<file path="src/rtl/mem_access_stage_pkg.sv">
// Shared definitions for the MEM pipeline stage: FSM encoding, default widths
// and the word-alignment helpers.
package mem_access_stage_pkg;

    typedef enum logic {
        IDLE = 1'b0,
        BUSY = 1'b1
    } mem_state_t;

    localparam int DEF_DATA_W = 32;
    localparam int DEF_ADDR_W = 32;
    localparam int DEF_REG_W  = 5;

    // Byte-offset bits that must be zero for a word access.
    localparam logic [1:0] WORD_OFFSET_MASK = 2'b11;

    function automatic logic is_misaligned(input logic [1:0] low_bits);
        return (low_bits & WORD_OFFSET_MASK) != 2'b00;
    endfunction

endpackage

</file>
<file path="src/rtl/mem_wb_reg.sv">
// MEM/WB pipeline register. Loads every cycle; a bubble clears RegWrite so the
// slot retires with no register-file update.
module mem_wb_reg #(
    parameter int DATA_W = 32,
    parameter int REG_W  = 5
) (
    input  logic              clock,
    input  logic              reset,
    input  logic              bubble,
    input  logic [DATA_W-1:0] data_in,
    input  logic [REG_W-1:0]  reg_num_in,
    input  logic              reg_write_in,
    output logic [DATA_W-1:0] wb_data,
    output logic [REG_W-1:0]  wb_reg_num,
    output logic              wb_reg_write
);

    logic [DATA_W-1:0] data_reg;
    logic [REG_W-1:0]  reg_num_reg;
    logic              reg_write_reg;

    always_ff @(posedge clock) begin
        if (reset) begin
            data_reg      <= '0;
            reg_num_reg   <= '0;
            reg_write_reg <= 1'b0;
        end else begin
            data_reg      <= data_in;
            reg_num_reg   <= reg_num_in;
            reg_write_reg <= reg_write_in & ~bubble;
        end
    end

    assign wb_data      = data_reg;
    assign wb_reg_num   = reg_num_reg;
    assign wb_reg_write = reg_write_reg;

endmodule

</file>
<file path="src/rtl/mem_access_stage.sv">
// MEM stage: issues at most one outstanding data-memory access over a req/ack
// port, stalls upstream while it is in flight, and feeds the MEM/WB register.
module mem_access_stage
    import mem_access_stage_pkg::*;
#(
    parameter int DATA_W  = DEF_DATA_W,
    parameter int ADDR_W  = DEF_ADDR_W,
    parameter int REG_W   = DEF_REG_W,
    parameter int TIMEOUT = 16
) (
    input  logic              clock,
    input  logic              reset,
    input  logic [DATA_W-1:0] alu_result,
    input  logic [DATA_W-1:0] rt_data,
    input  logic [REG_W-1:0]  wr_reg_num,
    input  logic              reg_write,
    input  logic              mem_write,
    input  logic              mem_read,
    input  logic              mem_to_reg,
    output logic              stall,
    output logic              dmem_req,
    output logic              dmem_we,
    output logic [ADDR_W-1:0] dmem_addr,
    output logic [DATA_W-1:0] dmem_wdata,
    input  logic              dmem_ack,
    input  logic [DATA_W-1:0] dmem_rdata,
    output logic [DATA_W-1:0] wb_data,
    output logic [REG_W-1:0]  wb_reg_num,
    output logic              wb_reg_write,
    output logic              misalign,
    output logic              bus_err
);

    localparam int CNT_W = $clog2(TIMEOUT);
    localparam logic [CNT_W-1:0] LAST_WAIT = CNT_W'(TIMEOUT - 1);

    mem_state_t        state_reg, state_next;
    logic [CNT_W-1:0]  count_reg, count_next;
    logic              dmem_req_reg, dmem_we_reg;
    logic [ADDR_W-1:0] dmem_addr_reg;
    logic [DATA_W-1:0] dmem_wdata_reg;
    logic              misalign_reg, bus_err_reg;

    logic              mem_op, misaligned;
    logic [ADDR_W-1:0] word_addr;
    logic              start_access, finish_access, abort_access, bubble;
    logic [DATA_W-1:0] wb_data_next;

    assign mem_op     = mem_read | mem_write;
    assign misaligned = mem_op & is_misaligned(alu_result[1:0]);
    assign word_addr  = ADDR_W'(alu_result) & ~ADDR_W'(WORD_OFFSET_MASK);

    always_comb begin
        state_next    = state_reg;
        count_next    = count_reg;
        stall         = 1'b0;
        start_access  = 1'b0;
        finish_access = 1'b0;
        abort_access  = 1'b0;
        bubble        = 1'b0;
        wb_data_next  = alu_result;
        case (state_reg)
            IDLE: begin
                if (mem_op && !misaligned) begin
                    stall        = 1'b1;
                    bubble       = 1'b1;
                    start_access = 1'b1;
                    count_next   = '0;
                    state_next   = BUSY;
                end else if (misaligned) begin
                    bubble = 1'b1;
                end
            end
            BUSY: begin
                if (dmem_ack) begin
                    finish_access = 1'b1;
                    state_next    = IDLE;
                    if (mem_to_reg) wb_data_next = dmem_rdata;
                end else if (count_reg == LAST_WAIT) begin
                    // Retire the instruction without writeback; upstream moves on.
                    abort_access = 1'b1;
                    bubble       = 1'b1;
                    state_next   = IDLE;
                end else begin
                    stall      = 1'b1;
                    bubble     = 1'b1;
                    count_next = count_reg + CNT_W'(1);
                end
            end
            default: state_next = IDLE;
        endcase
    end

    always_ff @(posedge clock) begin
        if (reset) begin
            state_reg      <= IDLE;
            count_reg      <= '0;
            dmem_req_reg   <= 1'b0;
            dmem_we_reg    <= 1'b0;
            dmem_addr_reg  <= '0;
            dmem_wdata_reg <= '0;
            misalign_reg   <= 1'b0;
            bus_err_reg    <= 1'b0;
        end else begin
            state_reg    <= state_next;
            count_reg    <= count_next;
            misalign_reg <= (state_reg == IDLE) && misaligned;
            if (start_access) begin
                dmem_req_reg   <= 1'b1;
                dmem_we_reg    <= mem_write;
                dmem_addr_reg  <= word_addr;
                dmem_wdata_reg <= rt_data;
            end else if (finish_access || abort_access) begin
                dmem_req_reg <= 1'b0;
            end
            if (abort_access) bus_err_reg <= 1'b1;
        end
    end

    assign dmem_req   = dmem_req_reg;
    assign dmem_we    = dmem_we_reg;
    assign dmem_addr  = dmem_addr_reg;
    assign dmem_wdata = dmem_wdata_reg;
    assign misalign   = misalign_reg;
    assign bus_err    = bus_err_reg;

    mem_wb_reg #(
        .DATA_W (DATA_W),
        .REG_W  (REG_W)
    ) u_mem_wb_reg (
        .clock        (clock),
        .reset        (reset),
        .bubble       (bubble),
        .data_in      (wb_data_next),
        .reg_num_in   (wr_reg_num),
        .reg_write_in (reg_write),
        .wb_data      (wb_data),
        .wb_reg_num   (wb_reg_num),
        .wb_reg_write (wb_reg_write)
    );

endmodule
</file>
<file path="config.mk">
export PLATFORM = sky130hd
export DESIGN_NAME = mem_access_stage
export DESIGN_NICKNAME = d
export VERILOG_FILES = /design/src/rtl/mem_access_stage_pkg.sv /design/src/rtl/mem_wb_reg.sv /design/src/rtl/mem_access_stage.sv
export SDC_FILE = /design/constraint.sdc
export NUM_CORES = 1
export LEC_CHECK = 0
export BUFFER_PORTS_ARGS = -buffer_cell sky130_fd_sc_hd__buf_2
export CAP_MARGIN = 15
export CORE_ASPECT_RATIO = 1.1
export CORE_MARGIN = 5
export CORE_UTILIZATION = 45
export DETAILED_ROUTE_END_ITERATION = 12
export PLACE_DENSITY_LB_ADDON = 0.12
export SLEW_MARGIN = 0
export SYNTH_ARGS = -nofsm -noshare
export SYNTH_HDL_FRONTEND = slang
export SYNTH_SLANG_ARGS = --single-unit
</file>
<file path="constraint.sdc">
create_clock -name clock -period 1.95 [get_ports clock]
set_clock_uncertainty 0.2 [all_clocks]
set_input_delay 0 -clock clock [delete_from_list [all_inputs] [get_ports clock]]
set_output_delay 0 -clock clock [all_outputs]
set_load 0.02 [all_outputs]
</file>
# Yosys cells after proc, flatten, opt, wreduce, memory -nomap -nowiden
# Index checks and enable logic that the tools add are counted.
[totals]
regBits = 109
output_inout_bits = 107
elab_cells = 51
[classes]
n_eq_ne = 4
n_addsub = 1
reduce_logical = 7
n_bitwise = 5
n_mux = 23
[op_table]
columns = ["cell", "count"]
rows = [
  ["2-to-1 mux 32 bit", 3],
  ["2-to-1 mux 1 bit", 14],
  ["2-to-1 mux 4 bit", 3],
  ["one-hot mux 4 bit (2 select lines)", 1],
  ["inequality test 2 bit, second input constant", 3],
  ["adder 4 x 1 -> 4 bit, second input constant", 1],
  ["equality test 4 bit, second input constant", 1],
  ["one-hot mux 1 bit (2 select lines)", 2],
  ["nonzero test 2 bit", 2],
  ["AND reduction 3 bit", 1],
  ["bitwise AND 1 bit", 2],
  ["logical AND 1 bit", 2],
  ["inverter 1 bit", 2],
  ["zero test 1 bit", 1],
  ["logical OR 1 bit", 1],
  ["OR 1 bit", 1],
]

# Depth between registers and ports, before layout
# Gate-level depths: netlist (run 1).
[depth]
ltp_word = 8
ltp_mapped = 6
depth_no_buf = 5

# Hierarchy
# A second synthesis (run 1) with hierarchy kept.
[hier_totals]
cells_unflattened = 452
hier_area_um2 = 4217.8
[modules_own_cells]
columns = ["mod", "area_each_um2", "instances", "cells_each"]
rows = [
  ["mem_access_stage", 3179.3, 1, 372],
  ["mem_wb_reg", 1038.5, 1, 80],
]

# Worst setup path before layout (run 1)
# OpenSTA, ideal clock, no wires.
[synth_path]
path_kind = "register -> register"
start = "register count_reg[0]"
end = "register count_reg[2]"
t_required_ns = 1.658
setup_ns = 0.092
arrival_ns = 1.216
n_path_buf = 0
stages_incl_launch_ff = 6
path_slack_ns = 0.442
cell_sequence = "dfxtp_1 ha_1 and3_1 a2bb2oi_4 inv_2 o32ai_1"
[synth_via]
elab_chain_len = 4
[synth_rtl]
columns = ["element", "line_no", "rtl"]
rows = [
  ["start: declaration", "mem_access_stage.sv:38", "logic [CNT_W-1:0] count_reg, count_next;"],
  ["start signal: assignment", "mem_access_stage.sv:106", "count_reg <= count_next;"],
  ["adder 4 x 1 -> 4 bit", "mem_access_stage.sv:87", "count_next = count_reg + CNT_W'(1);"],
  ["2-to-1 mux 4 bit", "mem_access_stage.sv:79", "end else if (count_reg == LAST_WAIT) begin"],
  ["2-to-1 mux 4 bit", "mem_access_stage.sv:75", "if (dmem_ack) begin"],
  ["one-hot mux 4 bit (2 select lines)", "mem_access_stage.sv:62", "case (state_reg)"],
]
# Parallel ways exist; a longest one is shown, timed or not. The select of a mux whose other input is x is not followed.
# A chain may end at the register's enable or synchronous reset.

# Final worst setup path (run 1)
[layout_path]
start = "register state_reg"
end = "register dmem_addr_reg[20], in the netlist dmem_addr[20]"
[layout_via]
elab_chain_len = 1
[layout_rtl]
columns = ["element", "line_no", "rtl"]
rows = [
  ["start: declaration", "mem_access_stage.sv:37", "mem_state_t state_reg, state_next;"],
  ["start signal: assignment", "mem_access_stage.sv:105", "state_reg <= state_next;"],
  ["2-to-1 mux 1 bit", "mem_access_stage.sv:62", ""],
  ["end signal: assignment", "mem_access_stage.sv:111", "dmem_addr_reg <= word_addr;"],
  ["end: declaration", "mem_access_stage.sv:40", "logic [ADDR_W-1:0] dmem_addr_reg;"],
]
# Every way passes these cells.

==> results of run 1 <==
[worst min-delay path: stages]
cell and delay (ns):
buf_2 0.09, nand3_1 0.06, buf_4 0.24, nand2_1 0.10, a21oi_1 0.05
[cell usage after synthesis (2+ instances only)]
cell type,number
o21ai_0,29
buf_2,15
o32ai_1,2
nor2_1,4
a21oi_1,96
nand2_1,68
buf_6,5
nor2b_1,5
nand3_1,67
nor3_1,2
clkbuf_1,17
mux2i_1,3
o21ai_1,34
inv_1,3
dfxtp_1,109
buf_4,8
buf_12,2
and3_1,3
[report_power, final]
group | internal, uW | total (uW) | switching (uW)
clock network | 699 | 1440 | 744
registers | 2330 | 2370 | 42.0
logic | 425 | 917 | 492
[repair_timing]
item,CTS,global route
hold endpoints to repair,107,0
setup endpoints to repair,0,8
buffers inserted,0,3
hold buffers,119,0
[routing by layer]
metal	global-route usage, %	vias to the layer above	wire length [um]	part of all wire (%)
met3	6.92	49	1300	8.9
met1	28.3	2129	5390	37
met4	13.7	0	610	4.2
met5	0	-	0	0
li1	-	2290	-	-
met2	43.2	212	7350	50
[final timing paths]
path                                     start  depth (start not counted)                      end  slack [ns]
worst min register to register  dmem_wdata[29]                          2           dmem_wdata[29]        0.28
worst max-delay path                 state_reg                          4            dmem_addr[20]         0.1
worst min-delay path                mem_to_reg                          5  u_mem_wb_reg.wb_data[1]        0.02
worst max register to register       state_reg                          4            dmem_addr[20]         0.1
[final cells by class]
type / instances / share of cell area [%]
timing repair buffer: 345 / 36.8
clock inverter: 3 / 0.640
tap: 114 / 2.15
clock buffer: 13 / 2.54
sequential: 109 / 32.8
multi-input combinational: 326 / 24.8
inverter: 4 / 0.226
[cell families after synthesis]
logic type	after synthesis	share of synthesized area [%]
AO/OA/AOI/OAI	168	21.9
adder cells (fa/ha/maj)	1	0.301
buffers and inverters	53	7.96
flip-flops	109	52.6
multiplexers	3	0.724
other	1	0.0904
AND/OR/NAND/NOR	152	16.5
[stage by stage]
stage                     instance area (um^2)  worst slack [ns]  std cells  total power, uW  utilization (%)
after global routing                      6650            0.0162        914             4940             74.5
after floorplan                           4150             0.442        488             2850                -
final                                     6650            0.0997        914             4730             74.5
after global placement                    5220             0.441        776             3130             58.5
after detailed placement                  5220             0.384        776             3140             58.5
after CTS                                 6620            0.0244        911             4740             74.3
==> qor.csv, run 1 <==
metric,value,unit
period_share,94.9,%
path_cells,o21ba_4 -> nand3_1 -> dlygate4sd3_1 -> a21oi_1,
drtAntennaViolNets,0,
endpoint_kind,flip-flop,
fp.dieW,102,um
cts.htree.levels,3,
fmax,540,MHz
setup_violations,0,
fp.dieH,111,um
drc,0,
top_level_ports,215,
cts_root_buf,clkbuf_8,
path_class,flip-flop to flip-flop,
yosysTopAreaCellShare,52.6,%
synth.area.top_cells,"dfxtp_1 53%, a21oi_1 12%, nand3_1 8.1%",
dp_hpwl,8.82,mm
grt_usage,25.4,%
slew_headroom,61.2,%
drive_gt1_share,30.9,%
gr-total-overflow,0,
peakVddDrop,0.484,mV
fp.dieArea,0.0112,mm^2
cpPeakStageDelay,0.59,ns
setup_tns,0,ns
grt_max_degree,64,
routedWlPerCell,16.0,um
netlist_instances,487,
antenna_found_initial,0,
numClockSinks,109,
vias_per_cell,5.12,
crit_family,buffers and inverters,
outcome,"complete, no violations",
seqCellArea,0.00218,mm^2
cts_tree,yes,
pwr_density_cell,712,mW/mm^2
synthArstFlopShare,0,%
numPortBuffers,212,
yosysSeqAreaShare,52.6,%
dr_total_vias,4680,
diodes,0,
leakage,0.00303,uW
final_cell_mix,"211 x buf_2, 119 x dlygate4sd3_1, 109 x dfxtp_1, 96 x a21oi_1, 68 x nand2_1",
rows,36,
rsz0062_at_grt,false,
cap_violations,0,
clockBufferDepth,2,
netlist_area,0.00415,mm^2
yosysWarnings,0,
grt_pass1_vias,4686,
report.final.slew_viol_count,0,
cp_num_buf_inv,1,
hold_ws,0.0209,ns
cts_made_buffers,9,
period_minus_slack,1.85,ns
report.final.hold_viol_count,0,
multi_input_area,0.00165,mm^2
synth_area_leader_cell,dfxtp_1,
yosysUniqueCellTypes,33,
hold_path_class,input port to flip-flop,
coreArea,0.00892,mm^2
clk_latency,0.37,ns
required,2.06,ns
final_common_cell,buf_2,
wl,14.7,mm
worstPathArrival,1.96,ns
ys_seq_elements,109,
syn_to_final_growth,60.1,%
synth.avg_cell_area,8.52,um^2
nets,904,
drt-pass1-iter-count,5,
grt_pass1_wl,23.0,mm
drtIter0Drc,220,
clkTransAtPathRegs,0.10,ns
nFillCells,653,
worstMarginPinSlew,0.580,ns
path_max_fanout,12,
cpMaxStageDelayCell,dlygate4sd3_1,
initial_core_util,46.5,%
routabilityCongestion,0.784,
synth_edf_count,0,
post_cts_resized,0,
critPathLaunchType,flip-flop,
ys.flop_type,dfxtp_1,
Note: power is estimated with default switching activity, not from simulation.
==> run 2, diff against run 1 <==
- ABC_AREA: default -> 1
- CORE_ASPECT_RATIO: 1.1 -> 1.5
- CORE_UTILIZATION: 45 -> 44
==> run 2 against run 1 <==
Worst setup slack worse by 0.0090 ns. Combinational power is 10% lower. Fmax is 0.48% lower. Synthesized area is 8.7% lower. Count of clock-buffer cells in the layout is 3 lower. Power is 17% higher. Synthesized cell count is 6.6% lower. Utilization is 1.4 points higher. Highest routed layer is now met5. Global-route usage is 2.9 points lower. Routed wire length is 16% lower. Critical path depth is 1 higher.
==> qor.csv, run 2 <==
metric,value,unit,change
outcome,"complete, no violations",,
dp_hpwl,7.51,mm,-15%
report.final.hold_viol_count,0,,unchanged
synthArstFlopShare,0,%,unchanged
endpoint_kind,flip-flop,,
coreArea,0.00841,mm^2,-5.7%
synth.area.top_cells,"dfxtp_1 58%, a21oi_1 13%, o21ai_0 8.3%",,
drc,0,,unchanged
fp.dieArea,0.0106,mm^2,-5.7%
drtAntennaViolNets,0,,unchanged
clockBufferDepth,2,,unchanged
final_cell_mix,"212 x buf_2, 110 x dlygate4sd3_1, 108 x dfxtp_1, 102 x a21oi_1, 77 x nand2_1",,
fp.dieH,124,um,+12%
yosysTopAreaCellShare,57.6,%,+5.0 points
leakage,0.00317,uW,+4.4%
worstMarginPinSlew,0.550,ns,-0.0306 ns
synth.avg_cell_area,8.33,um^2,-2.3%
fp.dieW,85.8,um,-16%
routabilityCongestion,0.810,,+3.2%
path_class,flip-flop to flip-flop,,
grt_pass1_vias,4162,,-11%
setup_tns,0,ns,unchanged
cts_made_buffers,9,,unchanged
top_level_ports,215,,unchanged
grt_usage,22.6,%,-2.9 points
cts_setup_buffers,0,,unchanged
rsz0062_at_grt,false,,
required,1.97,ns,-0.09 ns
cpPeakStageDelay,0.56,ns,-0.03 ns
crit_family,buffers and inverters,,
drive_gt1_share,31.6,%,+0.68 points
synth_area_leader_cell,dfxtp_1,,
routedWlPerCell,14.0,um,-12%
yosysWarnings,0,,unchanged
gr-total-overflow,0,,unchanged
clk_latency,0.34,ns,-0.03 ns
antenna_found_initial,1,,+1
netlist_instances,455,,-6.6%
fmax,538,MHz,-0.48%
ys.flop_type,dfxtp_1,,
ys_seq_elements,109,,unchanged
yosysSeqAreaShare,57.6,%,+5.0 points
cts_root_buf,clkbuf_16,,
drt-pass1-iter-count,4,,-1
worstPathArrival,1.88,ns,-0.08 ns
report.final.slew_viol_count,0,,unchanged
wl,12.3,mm,-16%
hold_path_class,input port to flip-flop,,
path_max_fanout,25,,+13
grt_pass1_wl,19.1,mm,-17%
numClockSinks,109,,unchanged
critPathLaunchType,flip-flop,,
numPortBuffers,212,,unchanged
vias_per_cell,4.81,,-6.0%
dr_total_vias,4211,,-10%
rows,41,,+14%
cpMaxStageDelayCell,dlygate4sd3_1,,
peakVddDrop,0.537,mV,+11%
synth_edf_count,0,,unchanged
slew_headroom,63.3,%,+2.1 points
clkTransAtPathRegs,0.07,ns,-0.03 ns
cts_tree,yes,,
grt_max_degree,66,,+3.1%
netlist_area,0.00379,mm^2,-8.7%
cap_violations,0,,unchanged
total_power,5550,uW,+17%
syn_to_final_growth,68.6,%,
synth.most_common_cell,dfxtp_1,,
setup_violations,0,,unchanged
yosysUniqueCellTypes,21,,-36%
final_common_cell,buf_2,,
path_cells,nand3_2 -> buf_4 -> o21ai_0 -> a21oi_1 -> dlygate4sd3_1,,
period_minus_slack,1.86,ns,+0.00895 ns
period_share,95.3,%,+0.46 points
nets,871,,-3.7%
yosys-top-cells-count,"109 x dfxtp_1, 102 x a21oi_1, 77 x nand2_1, 63 x o21ai_0, 42 x inv_1",,
pwr_density_cell,868,mW/mm^2,+22%
cp_num_buf_inv,2,,+1
initial_core_util,45.0,%,-1.5 points
drtIter0Drc,200,,-9.1%
cts.htree.levels,3,,unchanged
[run 2: cell types whose count changed after synthesis, sizes merged, moves of 2 or more]
cell	delta
a21oi	+6
and3	-3
buf	-14
inv	+40
mux2i	-3
nand2	+10
nand3	-58
nor2	+6
nor2b	-5
o32ai	-2
[run 2: final timing paths]
path / cells after the start / slack [ns] / end / from
worst max-delay path: 5 / 0.09 / u_mem_wb_reg.wb_data[1] / state_reg
worst min-delay path: 3 / 0.003 / u_mem_wb_reg.wb_reg_num[3] / reset
worst max register to register: 5 / 0.09 / u_mem_wb_reg.wb_data[1] / state_reg
worst min register to register: 2 / 0.25 / bus_err / bus_err
[run 2: cell families after synthesis]
family / count (synthesis) / synth area share [%]
AOI/OAI and AO/OA: 165 / 21.8
DFF: 109 / 57.6
and+or+nand+nor: 101 / 10.9
buffers and inverters: 78 / 9.31
adders and majority gates: 1 / 0.330
other: 1 / 0.0989
[run 2: power breakdown]
part / leakage, uW / switching [uW] / total, uW / internal, uW
combinational: 0.00208 / 443 / 825 / 382
sequential: 0.000897 / 46.8 / 2390 / 2350
clock: 0.000189 / 779 / 2330 / 1550
[run 2: repair_timing]
item	CTS	global route
endpoints found under the hold margin	105	0
endpoints found under the setup margin	0	17
hold buffers	110	0
gates resized for setup	0	4
[run 2: per-stage QoR]
stage                     utilization, %  instances  setup WS (ns)  hold slack, ns  instance area (um^2)
final                               75.9        875         0.0908         0.00296                  6390
after global routing                75.9        874         0.0113          0.0434                  6390
after CTS                           75.8        874         0.0208        0.000844                  6380
after detailed placement            58.0        748          0.392         0.00936                  4880
after global placement              58.0        748          0.455       -0.000373                  4880
after floorplan                        -        456          0.482         -0.0930                  3790
[run 2: routing by layer]
metal  GRT usage, %  vias up  part of all wire, %  routed length, um
li1               -     2091                    -                  -
met1           23.5     1913                   35               4320
met2           41.1      169                   53               6480
met3           6.29       36                  8.1                995
met4           11.5        2                  3.9                481
met5              0        -                 0.11                 13
[run 2: area by class of cell]
| class | instances | area [um^2] |
|---|---|---|
| Antenna cell | 1 | 2.50 |
| Clock buffer | 10 | 239 |
| Clock inverter | 6 | 158 |
| Fill cell | 588 | 2020 |
| Inverter | 44 | 165 |
| Multi-Input combinational cell | 269 | 1260 |
| Sequential cell | 109 | 2180 |
| Tap cell | 107 | 134 |
| Timing Repair Buffer | 329 | 2240 |
[run 2: worst reg2reg max path, stage by stage, from the launching register on]
cell and delay (ns):
dfxtp_2 0.39, nand3_2 0.10, buf_4 0.22, o21ai_0 0.20, a21oi_1 0.07, dlygate4sd3_1 0.56
